<file path="src/rtl/rr_arbiter_n.sv">
`default_nettype none
`timescale 1ns/1ps
// ============================================================================
//  Module      : rr_arbiter_n
//  Description : N-way clocked arbiter, round-robin or fixed priority, with
//                a valid/ready winner channel, ownership lock and a
//                post-grant idle gap.
//  Revision    : 1.0 - initial release
// ============================================================================
module rr_arbiter_n #(
  parameter int N     = 4,
  parameter int IDX_W = (N > 1) ? $clog2(N) : 1,
  parameter int MODE  = 0,
  parameter int BL    = 1
) (
  input  logic             clk,
  input  logic             reset,
  input  logic [N-1:0]     req,
  input  logic             lock,
  output logic             out_valid,
  input  logic             out_ready,
  output logic [IDX_W-1:0] out_idx,
  output logic [N-1:0]     grant,
  output logic             busy
);

  typedef enum logic [1:0] {
    ST_IDLE  = 2'd0,
    ST_OFFER = 2'd1,
    ST_GAP   = 2'd2
  } state_t;

  localparam logic [N-1:0]     c_one      = N'(1);
  localparam logic [IDX_W-1:0] c_last_rst = IDX_W'(N - 1);
  localparam logic [3:0]       c_bl       = 4'(BL);

  state_t           state_q,     state_d;
  logic             out_valid_q, out_valid_d;
  logic [IDX_W-1:0] out_idx_q,   out_idx_d;
  logic [N-1:0]     grant_q,     grant_d;
  logic [IDX_W-1:0] last_q,      last_d;
  logic             lock_hold_q, lock_hold_d;
  logic [3:0]       cnt_q,       cnt_d;

  logic             w_win_found;
  logic [IDX_W-1:0] w_win_idx;

  // Index reached by stepping k places past base, wrapping at N.
  function automatic logic [IDX_W-1:0] rr_pos(input logic [IDX_W-1:0] base, input int k);
    int s;
    s = int'(base) + k;
    if (s >= N) s = s - N;
    return IDX_W'(s);
  endfunction

  // Winner selection: held lock owner first, then rotating or lowest-index search.
  always_comb begin
    w_win_found = 1'b0;
    w_win_idx   = '0;
    if (lock_hold_q && req[last_q]) begin
      w_win_found = 1'b1;
      w_win_idx   = last_q;
    end else if (MODE == 0) begin
      for (int k = 1; k <= N; k++) begin
        if (!w_win_found && req[rr_pos(last_q, k)]) begin
          w_win_found = 1'b1;
          w_win_idx   = rr_pos(last_q, k);
        end
      end
    end else begin
      for (int k = 0; k < N; k++) begin
        if (!w_win_found && req[k]) begin
          w_win_found = 1'b1;
          w_win_idx   = IDX_W'(k);
        end
      end
    end
  end

  // Next-state and next-output logic for the IDLE/OFFER/GAP sequence.
  always_comb begin
    state_d     = state_q;
    out_valid_d = out_valid_q;
    out_idx_d   = out_idx_q;
    grant_d     = grant_q;
    last_d      = last_q;
    lock_hold_d = lock_hold_q;
    cnt_d       = cnt_q;
    case (state_q)
      ST_IDLE: begin
        // A lock is honoured at most once and is dropped if its owner stops requesting.
        lock_hold_d = 1'b0;
        if (w_win_found) begin
          state_d     = ST_OFFER;
          out_valid_d = 1'b1;
          out_idx_d   = w_win_idx;
          grant_d     = c_one << w_win_idx;
        end
      end
      ST_OFFER: begin
        // The offer is held until accepted; requester changes do not retract it.
        if (out_ready) begin
          out_valid_d = 1'b0;
          grant_d     = '0;
          last_d      = out_idx_q;
          lock_hold_d = lock & req[out_idx_q];
          if (BL == 0) begin
            state_d = ST_IDLE;
            cnt_d   = '0;
          end else begin
            state_d = ST_GAP;
            cnt_d   = c_bl;
          end
        end
      end
      ST_GAP: begin
        cnt_d = cnt_q - 4'd1;
        if (cnt_q == 4'd1) state_d = ST_IDLE;
      end
      default: begin
        state_d = ST_IDLE;
      end
    endcase
  end

  // State register with asynchronous reset; last starts at N-1 so requester 0 leads.
  always_ff @(posedge clk or posedge reset) begin
    if (reset) begin
      state_q     <= ST_IDLE;
      out_valid_q <= 1'b0;
      out_idx_q   <= '0;
      grant_q     <= '0;
      last_q      <= c_last_rst;
      lock_hold_q <= 1'b0;
      cnt_q       <= '0;
    end else begin
      state_q     <= state_d;
      out_valid_q <= out_valid_d;
      out_idx_q   <= out_idx_d;
      grant_q     <= grant_d;
      last_q      <= last_d;
      lock_hold_q <= lock_hold_d;
      cnt_q       <= cnt_d;
    end
  end

  assign out_valid = out_valid_q;
  assign out_idx   = out_idx_q;
  assign grant     = grant_q;
  assign busy      = (state_q != ST_IDLE);

endmodule
`default_nettype wire

</file>
<file path="config.mk">
export PLATFORM = sky130hd
export DESIGN_NAME = rr_arbiter_n
export DESIGN_NICKNAME = d
export VERILOG_FILES = /design/src/rtl/rr_arbiter_n.sv
export SDC_FILE = /design/constraint.sdc
export NUM_CORES = 1
export LEC_CHECK = 0
export ABC_AREA = 1
export CAP_MARGIN = 10
export CORE_MARGIN = 10
export CORE_UTILIZATION = 40
export CTS_BUF_LIST = sky130_fd_sc_hd__clkbuf_8 sky130_fd_sc_hd__clkbuf_16
export DETAILED_ROUTE_END_ITERATION = 10
export PLACE_DENSITY = 0.64
export REMOVE_ABC_BUFFERS = 1
export SLEW_MARGIN = 20
export SYNTH_ARGS = -nofsm -noshare
export SYNTH_HDL_FRONTEND = slang
export SYNTH_SLANG_ARGS = --single-unit
</file>
<file path="constraint.sdc">
create_clock -name clk -period 2.8 [get_ports clk]
set_input_delay 0.7 -clock clk [delete_from_list [all_inputs] [get_ports clk]]
set_output_delay 0.7 -clock clk [all_outputs]
set_load 0.02 [all_outputs]
</file>
==> reports/results.txt, run 1 <==
outcome: finished clean
Startpoint Class: flip-flop
r2r worst-path depth: 13
CTS H-tree depth: 1
Synth Register Bits: 16
row count: 18
clk slew on worst S/H paths: 0.07 ns
latest clock arrival within the worst-skew pair: 0.25 ns
Clock Skews: 0.009772 ns
final WL: 2177 µm
total grt overflow: 0
setup bufs post-CTS: 0
first-pass GRT wire length: 4036 µm
clk sinks: 16
dominant cell by count in the synthesized netlist: nand2_1
worst endpoint required time: 2.10 ns
die footprint: 5060 µm²
Max-Cap Viols: 0
hold buffers post-CTS: 0
CTS resizes: 0
Worst Hold Launch: grant[1]
Die Y-Extent: 71.14 µm
top post-synthesis cells by count: nand2_1 (51), inv_1 (15), dfrtp_1 (14), nand2_2 (12)
Die W: 71.14 µm
area growth from synthesis to layout: 21.17%
Synth Area in Adders: 2.392%
DR iter-0 viols: 34
ys flop type: dfrtp_1
Fillers: 243
routed len/inst: 11.46 µm
DR vias/cell: 4.800
antenna cell count: 0
drc violations: 0
gpl congestion: 0.8423
vias in the first global route: 936
IO buf count: 15
1st-pass router iterations: 4
Post-Place Cell Area: 1222 µm²
worst r2r src: last_q[0]
initial antenna violation count: 0
Hold Path Class: reg2reg
main combinational cell family by area after synthesis: simple AND/OR/NAND/NOR gates
Reg2Reg Setup Slack: 1.08 ns
register area share after synthesis: 38.52%
area leader, netlist: dfrtp_1
Post-Place Cells: 186
Finish-stage setup viols: 0
setup tns final: 0 ns
VDD IR max: 0.9512 mV
starting density of the core: 42.22%
YS warnings: 0
Worst Hold End: grant[1]
final worst path period need: 2.304 ns
share of synthesized registers carrying an async set or reset: 100.0%
top cell type's share of synthesized area: 33.49%
Synth cell types: 26
Post-Route Utilization: 51.16%
post-detail-place hpwl: 1780 µm
# IOs: 16
layout cell share with drive strength beyond 1: 20.00%
xor/xnor cell area share of the yosys netlist: 0%
CP arrival: 1.60 ns
total power: 0.001563 W
antenna-violating nets left: 0
fin cells: 190
Hold Fails Final Rpt: 0
Simple-Gate Fraction of Synth Area: 39.00%
vias: 912
Post-synth EDFFs: 0
CTS tree: done
Synth Instances: 142
fmax: 0.4341 GHz
Clock Path Buffers: 2
Slew Limit Fails: 0
Core Region: 2477 µm²
CTS Buf Count: 3
largest net degree at the start of global routing: 17
fin nets: 171
WHS Path Cells: 2
synthesized area per cell: 7.366 µm²
synthesized cell area: 1046 µm²
Worst slew margin: 59.14%
reg2reg end: grant[1]
Power Density: 1233 nW/µm²
Final Cycle Share: 82.27%
fin area: 1267 µm²
Root Buffer: clkbuf_8
unrepaired setup endpoints after global routing: false
worst-margin pin slew: 0.6122 ns
Static Leak: 0.6591 nW
Worst Setup End Kind: output pin
critical path class: reg2out
crit-path max FO: 4
Synth Area in Compound Gates: 8.971%
top cells by area, synth: dfrtp_1 (33%), nand2_1 (18%), nand2_2 (7.2%), inv_1 (5.4%), dfstp_2 (5.0%)
gr usage total: 9.398%
post-synthesis mux area share: 1.914%
-- kinds of logic (layout without fill, tap and decap cells) --
group	after synthesis	in the layout
buf+inv	23	41
compound gates	16	16
flops	16	16
fa+ha+maj	2	2
mux	2	2
simple gates	83	83
-- how the worst max path moves through the flow --
stage	start	endpoint	slack (ns)	cells past startpoint
after floorplan	req[3]	grant[1]	1.16	12
after global placement	req[3]	out_idx[0]	0.59	11
after detailed placement	req[3]	grant[1]	0.56	13
after CTS	state_q[1]	busy	0.48	3
after global routing	state_q[1]	busy	0.42	3
final	state_q[1]	busy	0.50	3
-- per-stage QoR --
stage	setup slack, ns	hold WS [ns]
2_1_floorplan	1.160	0.4499
3_3_place_gp	0.5910	0.4658
3_5_place_dp	0.5561	0.4645
4_1_cts	0.4807	0.4825
5_1_grt	0.4167	0.5099
6_report	0.4964	0.4754
-- registers in the layout, indices dropped and copies added, names as in the netlist --
signal,cells
cnt_q,4
grant,4
last_q,2
out_idx,2
state_q,2
lock_hold_q,1
out_valid,1
-- placed cells by master (no fill, tap or decap), drive strengths merged --
cell type,count
a21oi,3
clkbuf,3
clkdlybuf4s50,15
dfrtp,14
dfstp,2
ha,2
inv,23
mux2i,2
nand2,67
nand3,8
nand4,1
nor2,5
nor3b,1
nor4,1
o21ai,9
o21bai,1
o22ai,1
o31ai,1
o32ai,1
-- area by class of cell --
| cell class | instances | area [µm²] | share of cell area, % |
|---|---|---|---|
| clock inverters | 1 | 3.754 | 0.2961 |
| inverters | 22 | 85.08 | 6.713 |
| multi-input cells | 103 | 546.8 | 43.14 |
| flip-flops and latches | 16 | 402.9 | 31.79 |
| clock buffers | 3 | 41.29 | 3.258 |
| well taps | 30 | 37.54 | 2.961 |
| repair buffers | 15 | 150.1 | 11.85 |
-- layer usage --
metal	track usage (%)	vias up	part of all wire [%]
met4	4.086	0	2.1
met1	10.94	405	45
met2	16.12	20	51
met5	0	-	0
li1	-	480	-
met3	1.953	7	2.1
-- power by group --
group	switching (W)	internal (W)
Sequential	0.0000888	0.000339
Combinational	0.000606	0.000358
Clock	0.0000744	0.0000970
-- worst max-delay path, stage by stage (launching register included) --
cell	delay, ns
dfrtp_1	0.41
nor2_1	0.32
inv_1	0.08
clkdlybuf4s50_1	0.55
Power figures use the tool's default switching activity.
==> inputs of run 2 (changes only) <==
- PLACE_DENSITY: 0.64 -> 0.67
- clock period: 2.8 -> 1.9 ns (I/O delays scaled with it)
==> run 2 against run 1 <==
Compared with the run above: routed wire length rose by 4.0%; total power up 51%; core utilization grew 1.7 points; die area is the same.
==> reports/results.txt, run 2 (synthesis gave the netlist of run 1 again) <==
Post-Place Cells: 190
Storage cell area: 402.9 µm²
Static Leak: 0.6910 nW
antenna cell count: 0
# IOs: 16
row count: 18
DR iter-0 viols: 67
Hold Path Class: reg2reg
CP max stage cell: clkdlybuf4s50_1
gr usage total: 9.104%
Worst slew margin: 59.93%
worst endpoint required time: 1.42 ns
gpl congestion: 0.8418
total grt overflow: 0
final WL: 2264 µm
initial antenna violation count: 0
Clock Skews: 0.005680 ns
largest net degree at the start of global routing: 17
layout cell share with drive strength beyond 1: 23.03%
drc violations: 0
post-detail-place hpwl: 1810 µm
CTS Buf Count: 3
die footprint: 5060 µm²
Power Density: 1806 nW/µm²
commonest non-fill, non-tap cell in the layout: nand2_1
clk sinks: 16
1st-pass router iterations: 4
final worst path period need: 1.799 ns
CP Buf/Inv Count: 1
first-pass GRT wire length: 3884 µm
total power: 0.002365 W
r2r worst-path depth: 13
Core Region: 2477 µm²
Hold Fails Final Rpt: 0
delay-heaviest family, CP: buffers and inverters
WHS Path Cells: 2
Die W: 71.14 µm
fin nets: 176
routed len/inst: 11.61 µm
Clock Path Buffers: 2
clk slew on worst S/H paths: 0.06 ns
latest clock arrival within the worst-skew pair: 0.25 ns
vias: 938
IO buf count: 15
starting density of the core: 42.22%
CTS tree: done
commonest non-fill, non-tap cells in the layout: nand2_1 (50), inv_1 (16), dfrtp_1 (14), clkdlybuf4s50_1 (14), nand2_2 (13)
fin cells: 195
Finish-stage setup viols: 0
Crit path depth: 1
Final Cycle Share: 94.68%
VDD IR max: 0.8861 mV
Slew Limit Fails: 0
Fillers: 258
area growth from synthesis to layout: 25.24%
Post-Route Utilization: 52.88%
outcome: finished clean
Startpoint Class: flip-flop
crit-path max FO: 5
Max-Cap Viols: 0
DR vias/cell: 4.810
critical-path cell list: clkdlybuf4s50_1
Worst Setup End Kind: output pin
Hold Worst Slack: 0.4842 ns
critical path class: reg2out
CP arrival: 1.32 ns
hold buffers post-CTS: 0
highest cell delay on the worst timing path: 0.64 ns
fmax: 0.5559 GHz
Root Buffer: clkbuf_8
worst-margin pin slew: 0.6004 ns
vias in the first global route: 919
CTS H-tree depth: 1
setup tns final: 0 ns
area of the multi-input gates: 549.3 µm²
Die Y-Extent: 71.14 µm
antenna-violating nets left: 0
run 2: changes by cell type in the layout (fill, tap and decap cells not counted), sizes merged:
cell / before / now
clkdlybuf4s50: 15 / 14
buf: 0 / 5
dlymetal6s2s: 0 / 1
run 2: layer usage:
layer,global-route usage [%],part of all wire (%),up-vias
met5,0,0,-
met4,3.871,0.62,0
met3,1.813,2.5,2
met2,16.12,56,12
met1,10.27,41,433
li1,-,-,491
run 2: final cells by class:
cell class,count,share of cell area (%)
clock inverters,1,0.2865
flip-flops and latches,16,30.75
multi-input cells,103,41.93
repair buffers,20,14.52
inverters,22,6.495
well taps,30,2.865
clock buffers,3,3.152
run 2: worst reg2reg max path, stage by stage, from the launching register on:
cell	delay, ns
dfstp_2	0.63
inv_4	0.08
nand2_2	0.08
nand2_2	0.06
nand2_1	0.08
nand2_1	0.09
nor2_4	0.12
nand3_2	0.11
nand2_4	0.10
inv_2	0.05
nand3_2	0.09
inv_2	0.03
nand2_1	0.04
nand2_1	0.05
run 2: timing repair:
| action | 4_1_cts | 5_1_grt |
|---|---|---|
| buffers inserted | 0 | 1 |
| setup endpoints to repair | 0 | 2 |
| gates resized for setup | 0 | 2 |
run 2: path summary, 6_finish.rpt:
| check | from | to | slack, ns |
|---|---|---|---|
| hold reg to reg | out_valid | out_valid | 0.48 |
| max in group asynchronous | reset | cnt_q[3] | 0.91 |
| setup / recovery | out_idx[1] | out_idx[1] | 0.10 |
| min in group asynchronous | reset | grant[1] | 0.59 |
| hold / removal | out_valid | out_valid | 0.48 |
| setup reg to reg | last_q[0] | grant[1] | 0.19 |
run 2: power breakdown:
group	switching [W]	total, W	internal [W]
Combinational	0.000903	0.00148	0.000575
Clock	0.000113	0.000256	0.000143
Sequential	0.000131	0.000631	0.000500
run 2: through the flow:
step	setup WS, ns	area (µm²)
2_1_floorplan	0.3275	1035
3_3_place_gp	-0.08743	1252
3_5_place_dp	-0.1183	1252
4_1_cts	0.01364	1297
5_1_grt	-0.01720	1310
6_report	0.1011	1310
==> inputs of run 3 (changes only) <==
- SLEW_MARGIN: 20 -> 25
==> results of run 3 <==
Same layout as run 2: the final DEF is identical, and so are final timing and power.
